File: src/rtl/game_reg_bank.sv
// game_reg_bank: Avalon-MM 8-bit register bank feeding the VGA game renderer.
// Geometry writes land in shadow registers and reach the renderer at a frame-boundary commit.
//
// Ports:
//   clk, reset          system clock, synchronous active-high reset
//   chipselect, write,  Avalon-MM slave: byte-wide registers,
//   read, address,      readdata valid one cycle after a read strobe
//   writedata, readdata
//   frame_start         1-cycle vblank pulse; commits shadow->active, bumps frame counter
//   pillar_x, pillar_h  active pillar geometry, pillar i at [16i+15:16i] / [8i+7:8i]
//   score, bird_y, move active scene fields
//   start, audio_ctrl   immediate control fields
//   irq                 frame-commit interrupt (irq_flag & irq_en), level

module game_reg_bank #(
    parameter int NUM_PILLARS    = 3,
    parameter int ADDR_W         = 6,
    parameter int AUTO_COMMIT    = 0,
    parameter int PILLAR_SPACING = 250
) (
    input  logic                     clk,
    input  logic                     reset,
    input  logic                     chipselect,
    input  logic                     write,
    input  logic                     read,
    input  logic [ADDR_W-1:0]        address,
    input  logic [7:0]               writedata,
    output logic [7:0]               readdata,
    input  logic                     frame_start,
    output logic [16*NUM_PILLARS-1:0] pillar_x,
    output logic [8*NUM_PILLARS-1:0]  pillar_h,
    output logic [15:0]              score,
    output logic [15:0]              bird_y,
    output logic [7:0]               move,
    output logic                     start,
    output logic [1:0]               audio_ctrl,
    output logic                     irq
);

    localparam logic [ADDR_W-1:0] A_CTRL  = ADDR_W'(8'h00);
    localparam logic [ADDR_W-1:0] A_STAT  = ADDR_W'(8'h01);
    localparam logic [ADDR_W-1:0] A_FCNT  = ADDR_W'(8'h02);
    localparam logic [ADDR_W-1:0] A_AUDIO = ADDR_W'(8'h03);
    localparam logic [ADDR_W-1:0] A_SC_HI = ADDR_W'(8'h04);
    localparam logic [ADDR_W-1:0] A_SC_LO = ADDR_W'(8'h05);
    localparam logic [ADDR_W-1:0] A_BD_HI = ADDR_W'(8'h06);
    localparam logic [ADDR_W-1:0] A_BD_LO = ADDR_W'(8'h07);
    localparam logic [ADDR_W-1:0] A_MOVE  = ADDR_W'(8'h08);

    localparam logic [15:0] SCORE_RST = 16'h0888;
    localparam logic [15:0] BIRD_RST  = 16'd200;
    localparam logic [7:0]  MOVE_RST  = 8'd5;

    function automatic logic [15:0] f_x_rst(input int i);
        return 16'(50 + i * PILLAR_SPACING);
    endfunction

    function automatic logic [7:0] f_h_rst(input int i);
        return 8'(10 + 5 * i);
    endfunction

    function automatic logic [ADDR_W-1:0] f_pa(input int i, input int off);
        return ADDR_W'(16 + 4 * i + off);
    endfunction

    logic                 r_start;
    logic                 r_irq_en;
    logic [1:0]           r_audio;
    logic                 r_pending;
    logic                 r_irq_flag;
    logic [7:0]           r_frame_cnt;
    logic [7:0]           r_readdata;

    logic [15:0]          r_sh_x [NUM_PILLARS];
    logic [7:0]           r_sh_h [NUM_PILLARS];
    logic [15:0]          r_sh_score;
    logic [15:0]          r_sh_bird;
    logic [7:0]           r_sh_move;

    logic [15:0]          r_ac_x [NUM_PILLARS];
    logic [7:0]           r_ac_h [NUM_PILLARS];
    logic [15:0]          r_ac_score;
    logic [15:0]          r_ac_bird;
    logic [7:0]           r_ac_move;

    logic                 w_wr;
    logic                 w_rd;
    logic                 w_commit_req;
    logic                 w_xfer;
    logic [7:0]           w_rdata;

    assign w_wr         = chipselect && write;
    assign w_rd         = chipselect && read;
    assign w_commit_req = w_wr && (address == A_CTRL) && writedata[7];
    assign w_xfer       = frame_start && (r_pending || (AUTO_COMMIT != 0));

    // Control, status and frame counter.
    always_ff @(posedge clk) begin
        if (reset) begin
            r_start     <= 1'b0;
            r_irq_en    <= 1'b0;
            r_audio     <= 2'b00;
            r_pending   <= 1'b0;
            r_irq_flag  <= 1'b0;
            r_frame_cnt <= 8'd0;
        end else begin
            if (w_wr && address == A_CTRL) begin
                r_start  <= writedata[0];
                r_irq_en <= writedata[1];
            end
            if (w_wr && address == A_AUDIO)
                r_audio <= writedata[1:0];
            // A COMMIT coinciding with a transfer re-arms for the next frame.
            if (w_commit_req)
                r_pending <= 1'b1;
            else if (w_xfer)
                r_pending <= 1'b0;
            // Interrupt set has priority over a same-cycle W1C.
            if (w_xfer && r_irq_en)
                r_irq_flag <= 1'b1;
            else if (w_wr && address == A_STAT && writedata[1])
                r_irq_flag <= 1'b0;
            if (frame_start)
                r_frame_cnt <= r_frame_cnt + 8'd1;
        end
    end

    // Shadow copies, written from the bus.
    always_ff @(posedge clk) begin
        if (reset) begin
            for (int i = 0; i < NUM_PILLARS; i++) begin
                r_sh_x[i] <= f_x_rst(i);
                r_sh_h[i] <= f_h_rst(i);
            end
            r_sh_score <= SCORE_RST;
            r_sh_bird  <= BIRD_RST;
            r_sh_move  <= MOVE_RST;
        end else if (w_wr) begin
            if (address == A_SC_HI) r_sh_score[15:8] <= writedata;
            if (address == A_SC_LO) r_sh_score[7:0]  <= writedata;
            if (address == A_BD_HI) r_sh_bird[15:8]  <= writedata;
            if (address == A_BD_LO) r_sh_bird[7:0]   <= writedata;
            if (address == A_MOVE)  r_sh_move        <= writedata;
            for (int i = 0; i < NUM_PILLARS; i++) begin
                if (address == f_pa(i, 0)) r_sh_x[i][15:8] <= writedata;
                if (address == f_pa(i, 1)) r_sh_x[i][7:0]  <= writedata;
                if (address == f_pa(i, 2)) r_sh_h[i]       <= writedata;
            end
        end
    end

    // Active copies: take the pre-edge shadow, so a same-edge bus write stays in shadow.
    always_ff @(posedge clk) begin
        if (reset) begin
            for (int i = 0; i < NUM_PILLARS; i++) begin
                r_ac_x[i] <= f_x_rst(i);
                r_ac_h[i] <= f_h_rst(i);
            end
            r_ac_score <= SCORE_RST;
            r_ac_bird  <= BIRD_RST;
            r_ac_move  <= MOVE_RST;
        end else if (w_xfer) begin
            for (int i = 0; i < NUM_PILLARS; i++) begin
                r_ac_x[i] <= r_sh_x[i];
                r_ac_h[i] <= r_sh_h[i];
            end
            r_ac_score <= r_sh_score;
            r_ac_bird  <= r_sh_bird;
            r_ac_move  <= r_sh_move;
        end
    end

    // Readback mux; shadowed fields return the shadow copy.
    always_comb begin
        w_rdata = 8'h00;
        case (address)
            A_CTRL:  w_rdata = {6'b0, r_irq_en, r_start};
            A_STAT:  w_rdata = {6'b0, r_irq_flag, r_pending};
            A_FCNT:  w_rdata = r_frame_cnt;
            A_AUDIO: w_rdata = {6'b0, r_audio};
            A_SC_HI: w_rdata = r_sh_score[15:8];
            A_SC_LO: w_rdata = r_sh_score[7:0];
            A_BD_HI: w_rdata = r_sh_bird[15:8];
            A_BD_LO: w_rdata = r_sh_bird[7:0];
            A_MOVE:  w_rdata = r_sh_move;
            default: w_rdata = 8'h00;
        endcase
        for (int i = 0; i < NUM_PILLARS; i++) begin
            if (address == f_pa(i, 0)) w_rdata = r_sh_x[i][15:8];
            if (address == f_pa(i, 1)) w_rdata = r_sh_x[i][7:0];
            if (address == f_pa(i, 2)) w_rdata = r_sh_h[i];
        end
    end

    always_ff @(posedge clk) begin
        if (reset)
            r_readdata <= 8'h00;
        else if (w_rd)
            r_readdata <= w_rdata;
    end

    for (genvar g = 0; g < NUM_PILLARS; g++) begin : g_out
        assign pillar_x[16*g +: 16] = r_ac_x[g];
        assign pillar_h[8*g +: 8]   = r_ac_h[g];
    end

    assign readdata   = r_readdata;
    assign score      = r_ac_score;
    assign bird_y     = r_ac_bird;
    assign move       = r_ac_move;
    assign start      = r_start;
    assign audio_ctrl = r_audio;
    assign irq        = r_irq_flag & r_irq_en;

endmodule

File: config.mk
export PLATFORM = sky130hd
export DESIGN_NAME = game_reg_bank
export DESIGN_NICKNAME = d
export VERILOG_FILES = /design/src/rtl/game_reg_bank.sv
export SDC_FILE = /design/constraint.sdc
export NUM_CORES = 1
export LEC_CHECK = 0
export CORE_MARGIN = 5
export CORE_UTILIZATION = 45
export CTS_BUF_LIST = sky130_fd_sc_hd__clkbuf_8 sky130_fd_sc_hd__clkbuf_16
export DETAILED_ROUTE_END_ITERATION = 12
export HOLD_SLACK_MARGIN = 0.06
export PLACE_DENSITY_LB_ADDON = 0.2
export SYNTH_ARGS = -nofsm -noshare
export SYNTH_HDL_FRONTEND = slang
export SYNTH_SLANG_ARGS = --single-unit
export TNS_END_PERCENT = 20
File: constraint.sdc
create_clock -name clk -period 4.7 [get_ports clk]
set_clock_uncertainty 0.2 [all_clocks]
set_input_delay 1.41 -clock clk [delete_from_list [all_inputs] [get_ports clk]]
set_output_delay 1.41 -clock clk [all_outputs]
set_load 0.01 [all_outputs]
Yosys cells after proc, flatten, opt, wreduce, memory -nomap -nowiden
Memory sizes are Yosys's and may differ from the RTL's. Cells that the tools add are included.

Add/subtract/negate cells: 1. Equality and inequality tests: 17. Muxes and demuxes: 70. Bitwise operators: 16. Reductions and logical operators: 17.

Operator list (number): 2-to-1 mux 8 bit (21); one-hot mux 8 bit (9 select lines) (1); equality test 6 x 5 -> 1 bit (second input constant) (9); 2-to-1 mux 16 bit (3); 2-to-1 mux 1 bit (45); equality test 6 x 3 -> 1 bit (second input constant) (4); bitwise OR 1 bit (15); equality test 6 x 2 -> 1 bit (second input constant) (2); AND reduction 2 bit (5); logical AND 1 bit (9); adder 8 x 1 -> 8 bit (second input constant) (1); equality test 6 x 1 -> 1 bit (second input constant) (1); equality test 6 x 4 -> 1 bit (second input constant) (1); zero test 6 bit (1); nonzero test 2 bit (2); AND 1 bit (1).

Register bits after elaboration: 102. Bits in writable memories: 144. Input port bits: 20. Output and inout port bits: 124. Memories kept: 4.

Memories: r_ac_x (words 3, bits a word 16, read ports 3, clocked after memory_dff 0, wr ports 3, RTL line 80) `logic [15:0] r_ac_x [NUM_PILLARS];`; r_sh_x (words 3, bits a word 16, read ports 3, clocked after memory_dff 0, wr ports 3, RTL line 74) `logic [15:0] r_sh_x [NUM_PILLARS];`; r_ac_h (words 3, bits a word 8, read ports 3, clocked after memory_dff 0, wr ports 3, RTL line 81) `logic [7:0] r_ac_h [NUM_PILLARS];`; r_sh_h (words 3, bits a word 8, read ports 3, clocked after memory_dff 0, wr ports 3, RTL line 75) `logic [7:0] r_sh_h [NUM_PILLARS];`.

Depth between registers and ports, before layout
Depth in word-level cells: 11. Depth in mapped cells: 9. Mapped depth without buffers: 6.

Least setup slack after synthesis
No wires, ideal clock.

Path kind: input port to flip-flop. Start: input port frame_start. End: register r_ac_bird[3], in the netlist bird_y[3]. Arrival time: 4.144 ns. Required time: 4.371 ns. Setup slack: 0.227 ns. Cell stages on the path: 4. Buffers on the path: 1. Cells stage by stage: buf_2 -> a21oi_1 -> clkinv_1 -> o22a_1.

Cells in the longest elaborated chain, start to end: 1.

RTL lines: from (decl) (RTL line 29) `input logic frame_start,`; logical AND 1 bit (RTL line 95) `assign w_xfer = frame_start && (r_pending || (AUTO_COMMIT != 0));`; to (signal assigned) (RTL line 168) `r_ac_bird <= r_sh_bird;`; to (decl) (RTL line 83) `logic [15:0] r_ac_bird;`.

No other way between the ends. A chain may end at the register's enable or synchronous reset.

Worst setup path in the final report
Start: input port address[4]. End: register r_readdata[4], in the netlist readdata[4].

Cells in the longest elaborated chain, start to end: 11.

RTL lines: from (decl) (RTL line 26) `input logic [ADDR_W-1:0] address,`; equality test 6 x 4 -> 1 bit (tied with other cells) (RTL line 176) `case (address)`; one-hot mux 8 bit (9 select lines) (RTL line 176); 2-to-1 mux 8 bit (RTL line 189) `if (address == f_pa(i, 0)) w_rdata = r_sh_x[i][15:8];`; 2-to-1 mux 8 bit (RTL line 190) `if (address == f_pa(i, 1)) w_rdata = r_sh_x[i][7:0];`; 2-to-1 mux 8 bit (RTL line 191) `if (address == f_pa(i, 2)) w_rdata = r_sh_h[i];`; 2-to-1 mux 8 bit (RTL line 189); 2-to-1 mux 8 bit (RTL line 190); 2-to-1 mux 8 bit (RTL line 191); 2-to-1 mux 8 bit (RTL line 189); 2-to-1 mux 8 bit (RTL line 190); 2-to-1 mux 8 bit (*) (RTL line 191); to (signal assigned) (RTL line 199) `r_readdata <= w_rdata;`; to (decl) (RTL line 72) `logic [7:0] r_readdata;`.

Every way passes the cells marked *; elsewhere a longest branch is shown, timed or not.

==> run_summary.xml <==
<?xml version="1.0" encoding="UTF-8"?>
<metrics>
  <group name="placed_design">
    <metric name="port_buffers" unit="">143</metric>
    <metric name="dp_hpwl" unit="µm">22500</metric>
    <metric name="globalplace.congestion" unit="">0.992</metric>
    <metric name="place_area" unit="µm²">11900</metric>
  </group>
  <group name="floorplanning">
    <metric name="chipHeight" unit="µm">160</metric>
    <metric name="floorplan.die_area" unit="µm²">25500</metric>
    <metric name="starting_density_of_the_core" unit="%">45.9</metric>
    <metric name="core_area" unit="µm²">22000</metric>
    <metric name="die_w" unit="µm">160</metric>
    <metric name="number_of_standard_cell_rows_in_the_floorplan" unit="">54</metric>
    <metric name="io-pin-count" unit="">144</metric>
  </group>
  <group name="route">
    <metric name="vias" unit="">7591</metric>
    <metric name="firstDrtPassIters" unit="">6</metric>
    <metric name="routed_wire_length_per_instance" unit="µm">24.0</metric>
    <metric name="wirelength" unit="µm">31200</metric>
    <metric name="drt-initial-drc-count" unit="">754</metric>
    <metric name="detail_route.vias_per_cell" unit="">5.84</metric>
    <metric name="final_ant_viol_nets" unit="">0</metric>
    <metric name="drc" unit="">0</metric>
  </group>
  <group name="clock_network">
    <metric name="cts_tree" unit="">done</metric>
    <metric name="cts_sinks" unit="">246</metric>
    <metric name="reg_clk_slew_reported_paths" unit="ns">0.07</metric>
    <metric name="cts_resized" unit="">0</metric>
    <metric name="clock_insertion_delay_worst_skew" unit="ns">0.52</metric>
    <metric name="postCtsSetupBuffers" unit="">0</metric>
    <metric name="cts_buffers" unit="">25</metric>
    <metric name="clock_path_buffers" unit="">3</metric>
    <metric name="root_buffer" unit="">clkbuf_16</metric>
    <metric name="deepest_level_of_the_cts_h_tree" unit="">1</metric>
    <metric name="postCtsHoldBufs" unit="">0</metric>
  </group>
  <group name="yosys">
    <metric name="synth-seq-cells" unit="">246</metric>
    <metric name="synth_top_cells_by_area" unit="">edfxtp_1 43%, dfxtp_1 20%, and2_1 4.7%</metric>
    <metric name="leading_register_cell_type_out_of_synthesis" unit="">edfxtp_1</metric>
    <metric name="asyncSetResetFlopFracSynth" unit="%">0</metric>
    <metric name="synthDominantCellAreaShare" unit="%">42.9</metric>
    <metric name="syn-num-nets" unit="">872</metric>
    <metric name="yosysSeqAreaShare" unit="%">63.2</metric>
    <metric name="syn-cell-area" unit="µm²">10100</metric>
    <metric name="number_of_enable_type_register_cells_in_the_synthesized_netlist" unit="">144</metric>
    <metric name="post_synth_inst_count" unit="">851</metric>
    <metric name="yosysWarningCount" unit="">0</metric>
    <metric name="synth.lib_cells_used.distinct" unit="">67</metric>
    <metric name="yosys.area.top_type" unit="">edfxtp_1</metric>
    <metric name="synth_area_per_cell" unit="µm²">11.8</metric>
  </group>
  <group name="power_and_ir_drop">
    <metric name="powerDensity" unit="nW/µm²">374</metric>
    <metric name="power.leakage" unit="nW">4.42</metric>
    <metric name="p_seq_share" unit="%">49.9</metric>
    <metric name="netSwitchingPower" unit="mW">1.05</metric>
    <metric name="power.share.clock" unit="%">44.4</metric>
    <metric name="design_power_total" unit="mW">4.78</metric>
    <metric name="vdd_drop_max" unit="mV">0.233</metric>
    <metric name="combinationalPowerShare" unit="%">5.7</metric>
    <metric name="power_switching_share" unit="%">22.0</metric>
    <metric name="internal-power" unit="mW">3.73</metric>
  </group>
  <group name="worst_setup_path">
    <metric name="cp_data_arrival_time" unit="ns">4.11</metric>
    <metric name="setup.worst_path.end_class" unit="">flip-flop</metric>
    <metric name="longest_individual_stage_delay_on_the_worst_path" unit="ns">0.92</metric>
    <metric name="critical_path.cell_chain" unit="">clkdlybuf4s50_1 -&gt; or4b_1 -&gt; nor2_4 -&gt; a221oi_1 -&gt; a32oi_1 -&gt; o221a_2 -&gt; o21a_1</metric>
    <metric name="timing.critical_path.buf_inv" unit="">1</metric>
    <metric name="worstSetupStartpointType" unit="">input port</metric>
    <metric name="setup.worst_path.class" unit="">input port to flip-flop</metric>
    <metric name="critPathMaxFanout" unit="">16</metric>
    <metric name="critical_path_required" unit="ns">4.97</metric>
    <metric name="critPathTopFamily" unit="">simple AND/OR/NAND/NOR gates</metric>
    <metric name="worst_path_max_delay_cell" unit="">clkdlybuf4s50_1</metric>
  </group>
  <group name="final_layout">
    <metric name="layout.cells.most_common_list" unit="">144 x edfxtp_1, 142 x clkdlybuf4s50_1, 102 x dfxtp_1</metric>
    <metric name="layout_area_overhead" unit="%">26.8</metric>
    <metric name="finish.net_count" unit="">1021</metric>
    <metric name="diodes" unit="">0</metric>
    <metric name="finish.instance_area" unit="µm²">12800</metric>
    <metric name="layout_cells_sized_above_1" unit="%">10.4</metric>
    <metric name="finish.utilization" unit="%">58.2</metric>
    <metric name="layout_commonest_cell" unit="">edfxtp_1</metric>
  </group>
  <group name="timing">
    <metric name="final_min_period_over_clock_period" unit="%">81.6</metric>
    <metric name="finalMaxSlewViolations" unit="">0</metric>
    <metric name="layout_min_cycle_time" unit="ns">3.84</metric>
    <metric name="setup-violations-final" unit="">0</metric>
    <metric name="timing_worst_slew_pin_value" unit="ns">0.852</metric>
    <metric name="timing.slew.headroom" unit="%">43.0</metric>
    <metric name="setup_repair_after_global_routing_missed_its_margin" unit="">no</metric>
    <metric name="final_hold_viol_count" unit="">0</metric>
    <metric name="achievable-frequency" unit="MHz">261</metric>
    <metric name="totalNegativeSetupSlack" unit="ns">0</metric>
  </group>
  <group name="grt">
    <metric name="grt.total_usage" unit="%">24.0</metric>
    <metric name="grt_antenna_before_repair" unit="">2</metric>
    <metric name="total_congestion_overflow_after_global_routing" unit="">0</metric>
    <metric name="number_of_global_route_vias_before_repair" unit="">7552</metric>
    <metric name="grt_max_degree" unit="">86</metric>
    <metric name="grt_pass1_wl" unit="µm">47300</metric>
  </group>
  <group name="min_path">
    <metric name="timing.hold.worst.class" unit="">flip-flop to flip-flop</metric>
  </group>
  <group name="run_status">
    <metric name="run_status" unit="">complete, no violations</metric>
  </group>
  <group name="flow_run">
    <metric name="drv_cap" unit="">0</metric>
  </group>
</metrics>
## power groups by stage
stage	combinational, mW	sequential (mW)	clock (mW)
floorplan	0.127	2.41	0
global placement	0.272	2.43	0
detailed placement	0.272	2.43	0
CTS	0.273	2.38	2.15
global route	0.289	2.39	2.25
finish	0.274	2.38	2.12
## flip-flops by register name (all words and copies together), names as in the netlist
| name | flops |
|---|---|
| audio_ctrl | 2 |
| bird_y | 16 |
| move | 8 |
| r_ac_h | 24 |
| r_ac_x | 48 |
| r_frame_cnt | 8 |
| r_irq_en | 1 |
| r_irq_flag | 1 |
| r_pending | 1 |
| r_sh_bird | 16 |
| r_sh_h | 24 |
| r_sh_move | 8 |
| r_sh_score | 16 |
| r_sh_x | 48 |
| readdata | 8 |
| score | 16 |
| start | 1 |
## path summary, 6_finish.rpt
check | cells after the start | startpoint | end | slack (ns)
worst max register to register | 4 | r_pending | r_ac_x[0][33] | 2.57
worst min register to register | 1 | score[1] | score[1] | 0.28
worst max-delay path | 7 | address[4] | readdata[4] | 0.86
worst min-delay path | 1 | score[1] | score[1] | 0.28
## synth_stat cells (3+ instances only)
master and instances:
a21oi_1 54, a221oi_1 8, a222oi_1 4, a22o_1 33, a22oi_1 12, a31oi_1 3
a32o_1 3, a32oi_1 4, and2_1 75, buf_1 4, buf_2 6, buf_4 11
clkbuf_1 34, dfxtp_1 102, edfxtp_1 144, inv_1 7, mux2_2 6, mux2i_1 14
mux4_2 3, nand2_1 101, nand2b_1 16, nand3_1 15, nand4_1 6, nor2_1 45
nor2b_1 3, nor3_1 6, nor3_2 4, o211ai_1 9, o21a_1 4, o21ai_0 23
o22a_1 9, o22ai_1 9, o31ai_1 4, or3_1 22, xor2_1 4
## routing by layer
layer	track usage, %	wire length, µm	part of all wire [%]
met1	33.1	13100	42
met4	7.30	1120	3.6
met2	39.5	14800	47
met3	3.53	2160	6.9
met5	0	25	0.080
## cells by family after synthesis
group,Yosys count,synth area share [%]
and+or+nand+nor,313,16.7
DFF,246,63.2
muxes,23,2.73
adders and majority gates,1,0.124
xor gates and xnor gates,5,0.435
AOI/OAI and AO/OA,199,13.9
buffers and inverters,64,2.94
## final cells by class
| type | instances | area (µm²) |
|---|---|---|
| clock buffer | 29 | 703 |
| clock inverter | 17 | 188 |
| fill | 1832 | 9180 |
| inverter | 8 | 30.0 |
| multi-input combinational | 541 | 3420 |
| sequential | 246 | 6370 |
| tap | 280 | 350 |
| timing repair buffer | 178 | 1710 |
## metrics by stage
step / cells / setup WS, ns / hold WS [ns]
global route: 1299 / 0.750 / 0.300
detailed placement: 1253 / 0.336 / 0.263
CTS: 1299 / 0.884 / 0.281
global placement: 1253 / 0.391 / 0.263
floorplan: 851 / 0.227 / 0.242
finish: 1299 / 0.863 / 0.281
Power figures use the tool's default switching activity.
